--- config.mk ---
export PLATFORM = sky130hd
export DESIGN_NAME = anubis_round_ctrl
export DESIGN_NICKNAME = d
export VERILOG_FILES = /design/src/rtl/anubis_round_ctrl.sv
export SDC_FILE = /design/constraint.sdc
export NUM_CORES = 1
export LEC_CHECK = 0
export ABC_CLOCK_PERIOD_IN_PS = 1200
export CORE_AREA = 8 8 45 47
export CTS_BUF_LIST = sky130_fd_sc_hd__clkbuf_16
export DETAILED_ROUTE_END_ITERATION = 8
export DIE_AREA = 0 0 53 55
export PLACE_DENSITY = 0.67
export SLEW_MARGIN = 20
export SYNTH_ARGS = -nofsm -noshare
export SYNTH_HDL_FRONTEND = slang
export SYNTH_SLANG_ARGS = --single-unit
--- constraint.sdc ---
create_clock -name clk -period 1.2 [get_ports clk]
set_input_delay 0.24 -clock clk [delete_from_list [all_inputs] [get_ports clk]]
set_output_delay 0.24 -clock clk [all_outputs]
set_load 0.05 [all_outputs]
--- src/rtl/anubis_round_ctrl.sv ---
// Round sequencer for the iterative ANUBIS datapath: whitening load, ROUNDS-1 full
// rounds, one final round without Theta, then hands the ciphertext to the host.
module anubis_round_ctrl #(
    parameter int ROUNDS = 12,
    parameter int CNT_W  = 4
) (
    input  logic             clk,
    input  logic             rst,
    input  logic             start_valid,
    output logic             start_ready,
    input  logic             key_ready,
    output logic             dp_load,
    output logic             dp_round_en,
    output logic             dp_final,
    output logic [CNT_W-1:0] round_idx,
    output logic             ks_advance,
    output logic             done_valid,
    input  logic             done_ready,
    output logic             busy
);

    typedef enum logic [2:0] {
        S_IDLE  = 3'd0,
        S_INIT  = 3'd1,
        S_ROUND = 3'd2,
        S_FINAL = 3'd3,
        S_DONE  = 3'd4
    } state_t;

    // Index of the last full round; the final (Theta-less) round follows it.
    localparam logic [CNT_W-1:0] LAST_RND = CNT_W'(ROUNDS - 1);
    localparam logic [CNT_W-1:0] IDX_ONE  = CNT_W'(1);
    localparam logic [CNT_W-1:0] IDX_ZERO = CNT_W'(0);

    state_t           state_q, state_d;
    logic [CNT_W-1:0] idx_q, idx_d;
    logic             load_s, round_s, final_s;

    // State and round-index registers.
    always_ff @(posedge clk or posedge rst) begin
        if (rst) begin
            state_q <= S_IDLE;
            idx_q   <= IDX_ZERO;
        end else begin
            state_q <= state_d;
            idx_q   <= idx_d;
        end
    end

    // Next-state decode; enables only fire on a cycle the key schedule is ready.
    always_comb begin
        state_d = state_q;
        idx_d   = idx_q;
        load_s  = 1'b0;
        round_s = 1'b0;
        final_s = 1'b0;
        case (state_q)
            S_IDLE: begin
                if (start_valid) begin
                    state_d = S_INIT;
                end else begin
                    state_d = S_IDLE;
                end
            end
            S_INIT: begin
                if (key_ready) begin
                    load_s  = 1'b1;
                    idx_d   = IDX_ONE;
                    state_d = S_ROUND;
                end else begin
                    state_d = S_INIT;
                end
            end
            S_ROUND: begin
                if (key_ready) begin
                    round_s = 1'b1;
                    idx_d   = idx_q + IDX_ONE;
                    if (idx_q == LAST_RND) begin
                        state_d = S_FINAL;
                    end else begin
                        state_d = S_ROUND;
                    end
                end else begin
                    state_d = S_ROUND;
                end
            end
            S_FINAL: begin
                if (key_ready) begin
                    final_s = 1'b1;
                    state_d = S_DONE;
                end else begin
                    state_d = S_FINAL;
                end
            end
            S_DONE: begin
                if (done_ready) begin
                    state_d = S_IDLE;
                    idx_d   = IDX_ZERO;
                end else begin
                    state_d = S_DONE;
                end
            end
            default: begin
                state_d = S_IDLE;
                idx_d   = IDX_ZERO;
            end
        endcase
    end

    assign dp_load     = load_s;
    assign dp_round_en = round_s;
    assign dp_final    = final_s;
    assign ks_advance  = load_s | round_s | final_s;
    assign round_idx   = idx_q;
    assign start_ready = (state_q == S_IDLE);
    assign busy        = (state_q != S_IDLE);
    assign done_valid  = (state_q == S_DONE);

endmodule
==> summary by stage <==
Outcome
The run finished, with violations left. The checks that failed: setup timing.

Finish
The net count of the finished layout is 101. The commonest non-fill, non-tap cell in the layout is sky130_fd_sc_hd__buf_4. From synthesis to final layout, the design area changed by 145%. The share of final-layout standard cells stronger than drive strength 1 is 0.691. In the layout the commonest cells are sky130_fd_sc_hd__buf_4 (16), sky130_fd_sc_hd__buf_6 (12), sky130_fd_sc_hd__buf_12 (10).

Once layout is complete, the utilization of the core stands at 0.832. The number of antenna diodes in the final layout is 0.

Timing
The total count of max-transition violations in the final report is 0. The total of endpoints with negative setup slack in the final report is 12. Setup repair after global routing could not meet its margin everywhere. The final critical-path share of the clock period is 1.31.

The setup TNS is -3.40 ns. The largest clock skew in the final design is approximately 0.00072 ns. The shortest period the worst path allows is 1.57 ns. The final worst setup slack is -0.372 ns. The worst pin sits at a relative slew slack of 0.819. The final hold violation count is 0. The fmax is ~640 MHz. The pin slew with the least headroom to its limit is around 0.27 ns.

Drt
The violation count after the first detailed-routing iteration is 9. After detailed routing, the total wire length is approximately 1.9 mm. The average wire per cell in the routed design is roughly 17 um. The routed layout has around 550 vias. The average via count per standard cell is ~5.0. The number of search-and-repair iterations in the first detailed-routing pass is 5. In this run the remaining antenna-violating nets after routing total 0.

For this run, design rule violations remaining after detail routing come to 0.

Placement
The HPWL after detailed placement is roughly 1.1 mm. Input and output buffers added on the ports amount to 15. The global placer's final weighted congestion is 0.777.

Logic synthesis
The synthesized design spends more area on one cell type than any other, namely sky130_fd_sc_hd__dfrtp_1. The number of nets handed over by synthesis was 57. By area the synthesized netlist is led by sky130_fd_sc_hd__dfrtp_1 (37%), sky130_fd_sc_hd__nor2_1 (4.0%), sky130_fd_sc_hd__nor2b_1 (4.0%), sky130_fd_sc_hd__mux2_4 (3.2%), sky130_fd_sc_hd__nand2_1 (3.2%). The post-synthesis area per instance is 9.22 um2. The area fraction of the dominant cell type after synthesis is 0.372. The distinct cell type count after synthesis is 31. The number of synthesis warnings is 0.

For this run, the register share of the synthesized area comes to 0.372. The post-synthesis register bit count is 7. The synthesized instance count is 51. The area of the mapped netlist is 470 um2.

Setup path
The category of cells accounting for the largest share of critical-path delay is flip-flops. The critical path required time is 0.96 ns. The highest net fanout along the worst path is 4.

The worst setup path is launched from a flop. Data on the critical path arrives at its endpoint at between 1 and 1.5 ns. The type of destination of the critical path is an output port. The capturing point of the worst reg2reg path is round_idx[0]$_DFFE_PP0P_. The startpoint identified for the worst register-to-register timing path is state_q[2]$_DFF_PP0_. The slowest cell on the critical path is sky130_fd_sc_hd__dfrtp_1. Walking the worst path, the cells encountered are buf_6, or3_4, buf_4. The worst register-to-register path has a depth of 5. The worst setup path is of the flop to output port kind. The setup check on the worst reg-to-reg path leaves a slack of -0.32 ns. Together, buffers and inverters on the worst path number 2. In this design, the stage delay of the slowest critical-path cell is around 0.41 ns.

Floorplan
The initial utilization of the core area, before any placement, comes to 0.340. The area inside the core boundary is about 1400 um2. In this run the horizontal extent of the chip is ~53 um. The floorplan step defined a die boundary enclosing ~2900 um2. The height of the die is around 55 um. The number of I/O pins is 16. The number of rows in the core area is 14.

CTS
The clock edge transition at the registers on the reported setup and hold paths is roughly 0.04 ns. The tree built by TritonCTS fans out to 7 sinks. The maximum level of the CTS H-tree is 1. The master cell of the clock root buffer is sky130_fd_sc_hd__clkbuf_16. The longest clock path from root to sink contains 2 buffers. The number of buffers created by CTS is 3. The CTS tree is yes. For the worst-skew pair, the clock arrives at the later sink with an insertion delay of between 0.2 and 0.25 ns.

GRT
The pin count of the biggest net entering global routing is 8. The number of antenna violations at the first check in global routing was 0. For this run, the total global-route usage over all layers was measured as 0.134. The number of global-route vias before repair came to around 600. The global-route wire length before repair is roughly 2.9 mm. Global routing finished with a remaining overflow of 0.

Pwr
VDD sags by at most between 0.0015 and 0.002 V. The total power per unit cell area is 3070 nW/um2. The leakage power figure is ~0.53 nW.

Hold path
The tightest min-delay check is of the input pin to asynchronous set/reset pin type.

Run
The number of max-capacitance violations reported is 0.
[repair_timing]
| action | in CTS | in global routing |
|---|---|---|
| buffers inserted | 9 | 6 |
| hold buffers | 0 | 0 |
| gates resized for setup | 20 | 7 |
| pin swaps | 8 | 5 |
| setup endpoints to repair | 12 | 15 |
| cloned | 0 | 0 |
[kinds of logic after synthesis]
group / count (synthesis) / share of synthesized area
AOI/OAI and AO/OA: 11 / 0.189
xor gates and xnor gates: 1 / 0.0186
adders and majority gates: 1 / 0.0266
buffers and inverters: 8 / 0.0851
DFF: 7 / 0.372
and+or+nand+nor: 21 / 0.255
muxes: 2 / 0.0532
[layout make-up]
type / instances / area (um2)
multi-input combinational: 36 / 350
tap: 16 / 20.0
clock inverter: 1 / 3.75
sequential: 7 / 180
clock buffer: 3 / 75.1
fill: 79 / 233
inverter: 5 / 27.5
timing repair buffer: 42 / 494
[sequential cells by signal, indices dropped and copies added, names as in the netlist]
name / cells
round_idx: 4
state_q: 3
[cell usage after synthesis]
cell type,number
sky130_fd_sc_hd__ha_1,1
sky130_fd_sc_hd__o22ai_1,1
sky130_fd_sc_hd__mux2_4,1
sky130_fd_sc_hd__a221o_1,1
sky130_fd_sc_hd__nand3_1,1
sky130_fd_sc_hd__or3b_1,1
sky130_fd_sc_hd__inv_2,2
sky130_fd_sc_hd__dfrtp_1,7
sky130_fd_sc_hd__a21boi_1,1
sky130_fd_sc_hd__nand2_1,4
sky130_fd_sc_hd__o21a_4,1
sky130_fd_sc_hd__buf_2,2
sky130_fd_sc_hd__buf_6,1
sky130_fd_sc_hd__nor2b_1,3
sky130_fd_sc_hd__mux2i_1,1
sky130_fd_sc_hd__o21ai_0,1
sky130_fd_sc_hd__and3_1,1
sky130_fd_sc_hd__inv_1,3
sky130_fd_sc_hd__and2_1,1
sky130_fd_sc_hd__o211ai_1,1
sky130_fd_sc_hd__or3_1,1
sky130_fd_sc_hd__a211o_1,1
sky130_fd_sc_hd__nand2b_1,1
sky130_fd_sc_hd__nor3b_2,1
sky130_fd_sc_hd__xnor2_1,1
sky130_fd_sc_hd__nand4_1,1
sky130_fd_sc_hd__a32o_1,1
sky130_fd_sc_hd__or4b_1,1
sky130_fd_sc_hd__nor2_1,5
sky130_fd_sc_hd__a221oi_1,1
sky130_fd_sc_hd__a21oi_1,2
[how the worst max path moves through the flow]
| stage | depth (start not counted) | from | slack, ns | to |
|---|---|---|---|---|
| finish | 3 | state_q[2]$_DFF_PP0_ | -0.37 | busy |
| global route | 4 | state_q[0]$_DFF_PP0_ | -0.41 | dp_round_en |
| CTS | 4 | state_q[2]$_DFF_PP0_ | -0.35 | start_ready |
| detailed placement | 5 | key_ready | -0.47 | round_idx[3]$_DFFE_PP0P_ |
| global placement | 5 | key_ready | -0.38 | round_idx[3]$_DFFE_PP0P_ |
| floorplan | 3 | state_q[0]$_DFF_PP0_ | -0.26 | start_ready |
[layer usage]
layer,vias to the layer above,GRT usage,wire length [um]
met1,277,0.142,743
li1,265,-,-
met3,2,0.0321,37
met5,-,0,0
met2,10,0.248,1110
met4,0,0.0560,14
[metrics by stage]
step	power (mW)	instance area (um2)	worst slack (ns)	hold WS (ns)	instances
finish	3.53	1150	-0.372	0.251	110
floorplan	1.59	546	-0.260	0.0433	51
CTS	3.31	1090	-0.355	0.253	106
global placement	2.37	885	-0.379	0.489	93
detailed placement	2.39	885	-0.468	0.498	93
global route	3.69	1150	-0.411	0.283	110
[power breakdown]
| part | internal, mW | switching [mW] | total, mW |
|---|---|---|---|
| Sequential | 0.330 | 0.131 | 0.461 |
| Combinational | 1.32 | 1.19 | 2.51 |
| Clock | 0.433 | 0.122 | 0.555 |
| Total | 2.09 | 1.44 | 3.53 |
(Power assumes the default switching activity.)
==> patch 1: new RTL, config.mk and constraints unchanged <==
The parameter `CNT_W` goes from 4 to 3.
--- a/src/rtl/anubis_round_ctrl.sv
+++ b/src/rtl/anubis_round_ctrl.sv
@@ -3,5 +3,5 @@
 module anubis_round_ctrl #(
     parameter int ROUNDS = 12,
-    parameter int CNT_W  = 4
+    parameter int CNT_W  = 3
 ) (
     input  logic             clk,
Ports: changed (resized round_idx); port bits go from 16 to 15. No check against the original RTL was run, so the function may have changed too.
==> patch 1 against the original RTL <==
- the flow still finishes with violations (setup timing)
- sequential cell count decreased by 1
- final area down 18%
- count of clock-buffer cells in the layout unchanged
- power shrank 14%
- area after synthesis down 13%
- combinational power shrank 18%
- routed wire length fell by 33%
- critical path depth unchanged
- clock skew about the same
- sequential power is 9.1% lower
- worst hold slack worse by 17 ps
- clock power increased by 2%
- setup slack better by 64 ps
- critical endpoint is now start_ready
==> patch 1: results (changes against the original RTL) <==
metric,value,unit,change
via count of the first global-routing pass,463,,-22%
Cell Count Post-Placement,82,,-12%
Final GP Congestion,0.7701,,-0.88%
sw power,1.262,mW,-12%
slew at the pin with the worst max-slew slack,267.2,ps,-3.885 ps
Setup Total Neg Slack,-1966,ps,+1430 ps
Syn Nets,51,,-11%
largest cells by area after synthesis,"dfrtp_1 37%, ha_1 6.1%, inv_1 5.5%",,
Port Buffers,14,,-1
Reg power frac,13.8,%,+0.7 points
Final nets,83,,-18%
violated checks,setup timing,,
vias per cell,5.033,,about the same
Total Wirelength,1283,um,-33%
crit path DAT,1270,ps,-60 ps
layout cell share with drive strength beyond 1,66.67,%,-2.5 points
initial DRC count,7,,-2
"slowest stage cell, crit path",dfrtp_2,,
Synth Instances,44,,-14%
post-synthesis sequential area ratio,36.59,%,-0.65 points
drt pass-1 iters,4,,-1
CP max FO,3,,-1
# setup viols final,10,,-2
"crit path setup slack, layout",-308.1,ps,+64.10 ps
DPL Wire Length,898.9,um,-17%
post-synthesis cell type count,24,,-23%
outcome,finished with violations,,
## patch 1: what timing repair did
action | 4_1_cts | 5_1_grt
gates resized for setup | 14 | 3
setup endpoints to repair | 11 | 11
buffers inserted | 3 | 3
pin swaps | 7 | 9
## patch 1: cell type report
type,count,area [um2]
sequential,6,156.4
clock buffer,3,75.07
fill,102,445.4
multi-input combinational,29,295.3
timing repair buffer,30,361.6
inverter,6,26.28
tap,16,20.02
clock inverter,1,3.754
## patch 1: logic make-up (layout without fill, tap and decap cells)
family | count (synthesis) | after routing | synth area share (%)
AND/OR/NAND/NOR | 15 | 15 | 26.22
AO/OA/AOI/OAI | 11 | 11 | 19.82
buffers and inverters | 9 | 40 | 9.145
flip-flops | 6 | 6 | 36.58
adder cells (fa/ha/maj) | 2 | 2 | 6.097
XOR/XNOR | 1 | 1 | 2.135
## patch 1: through the flow
stage	cell area (um2)	utilization, %
after floorplan	473.0	-
after global placement	775.7	56.06
after detailed placement	775.7	56.06
after CTS	912.1	65.91
after global routing	938.4	67.81
final	938.4	67.81
## patch 1: final timing paths
check,startpoint,slack (ps),depth (start not counted),to
setup / recovery,state_q[0],-310,3,start_ready
min in group clk,round_idx[2],570,1,round_idx[2]
setup reg to reg,state_q[0],-80,5,round_idx[1]
hold reg to reg,round_idx[2],570,1,round_idx[2]
hold / removal,rst,230,2,round_idx[1]
max in group asynchronous,rst,750,2,state_q[0]
## patch 1: per-layer routing
metal	part of all wire [%]	GRT usage (%)	routed length [um]
met4	2.7	3.879	34
met1	40	10.91	511
met3	7.3	3.476	94
met2	50	15.82	642
met5	0	0	0
==> patch 2: new RTL, same flow settings <==
Made on the original files. Re-encode `state_t` (5 states) as Gray code, 3 bits wide.
--- a/src/rtl/anubis_round_ctrl.sv
+++ b/src/rtl/anubis_round_ctrl.sv
@@ -21,9 +21,9 @@
 
     typedef enum logic [2:0] {
-        S_IDLE  = 3'd0,
-        S_INIT  = 3'd1,
-        S_ROUND = 3'd2,
-        S_FINAL = 3'd3,
-        S_DONE  = 3'd4
+        S_IDLE  = 3'b000,
+        S_INIT  = 3'b001,
+        S_ROUND = 3'b011,
+        S_FINAL = 3'b010,
+        S_DONE  = 3'b110
     } state_t;
 
Function: same outputs for any inputs over 10 cycles, from zero or initial values and one cycle with rst high; not proved beyond that.
==> patch 2 against the original RTL <==
- the flow still finishes with violations (setup timing)
- final area fell by 9.1%
- combinational power fell by 8%
- register-to-register slack improved by 100 ps
- power fell by 3.7%
- routed wire length decreased by 24%
- setup slack gained 120 ps
- area after synthesis decreased by 10%
- sequential cell count did not move
- largest cell class unchanged
==> patch 2: results (changes against the original RTL) <==
metric,value,unit,change
# setup viols final,12,,unchanged
largest net degree at the start of global routing,9,,+1
GRT Overall Usage,11.21,%,-2.2 points
Cell Count Post-Placement,82,,-12%
Place WS,-388.7,ps,+79.71 ps
fill cell total of the finished layout,88,,+11%
cell internal pwr,2.056,mW,-1.6%
violated checks,setup timing,,
initial DRC count,5,,-4
Rel. slew slack,81.89,%,about the same
Post-Synth Adder-Cell Area,2.967,%,+0.31 points
crit path DAT,1210,ps,-120 ps
mux cell area share after synthesis,0,%,-5.3 points
via count of the first global-routing pass,495,,-17%
"top cells by count, synth","7 x dfrtp_1, 4 x inv_1, 4 x nand2_1",,
Post-Place Cell Area,802.0,um2,-9.3%
Leakage,0.5090,nW,-4.4%
post-synthesis xor/xnor area fraction,0,%,-1.9 points
Final nets,90,,-11%
Syn Nets,50,,-12%
outcome,finished with violations,,
Total Wirelength,1453,um,-24%
DPL Wire Length,810.1,um,-25%
Synth Area in Compound Gates,21.07,%,+2.2 points
post-synthesis cell type count,25,,-19%
vias per cell,4.909,,-2.5%
area grow syn2layout,148.1,%,
Final GP Congestion,0.7449,,-4.1%
"crit path setup slack, layout",-254.3,ps,+117.8 ps
layout cell share with drive strength beyond 1,66.27,%,-2.9 points
largest cells by area after synthesis,"dfrtp_1 42%, nand4b_4 5.6%, a21o_1 3.6%",,
maximum VDD drop,2.131,mV,+17%
[patch 2: worst max-delay path: stages, from the launching register on]
cell     delay, ps
dfrtp_2        430
buf_6          140
nor3_4         150
inv_1          100
buf_12         150
[patch 2: metrics by stage]
stage | hold WS, ps | power, mW
floorplan | 43.12 | 1.449
global placement | 482.4 | 2.306
detailed placement | 485.0 | 2.313
CTS | 263.4 | 3.197
global route | 285.9 | 3.557
finish | 264.0 | 3.398
[patch 2: path summary, 6_finish.rpt]
check / start / to / slack [ps] / cells past startpoint
max reg2reg: state_q[0] / round_idx[3] / -220 / 7
min in group clk: round_idx[0] / round_idx[0] / 580 / 1
min reg2reg: round_idx[0] / round_idx[0] / 580 / 1
max in group asynchronous: rst / round_idx[1] / 700 / 2
min: rst / round_idx[3] / 260 / 2
max: state_q[2] / busy / -250 / 4
[patch 2: layout make-up]
class,instances,area share [%]
Clock buffer,3,7.177
Timing Repair Buffer,37,44.62
Multi-Input combinational cell,30,26.32
Inverter,5,2.273
Clock inverter,1,0.3589
Sequential cell,7,17.34
Tap cell,16,1.914
[patch 2: power groups by stage]
| stage | Clock (mW) | Sequential (mW) | Combinational [mW] |
|---|---|---|---|
| after floorplan | 0 | 0.590 | 0.859 |
| after global placement | 0 | 0.513 | 1.79 |
| after detailed placement | 0 | 0.512 | 1.80 |
| after CTS | 0.562 | 0.515 | 2.12 |
| after global routing | 0.585 | 0.547 | 2.43 |
| final | 0.550 | 0.527 | 2.32 |
[patch 2: layer usage]
layer	up-vias	GRT usage [%]	wire (um)
met4	0	12.93	57
met1	233	11.57	570
met5	-	0	0
met3	5	4.011	83
met2	14	16.41	741
li1	234	-	-
[patch 2: timing repair]
action,CTS,global route
gates resized for setup,13,7
endpoints found under the setup margin,12,12
pin swaps,9,2
buffers inserted,10,4
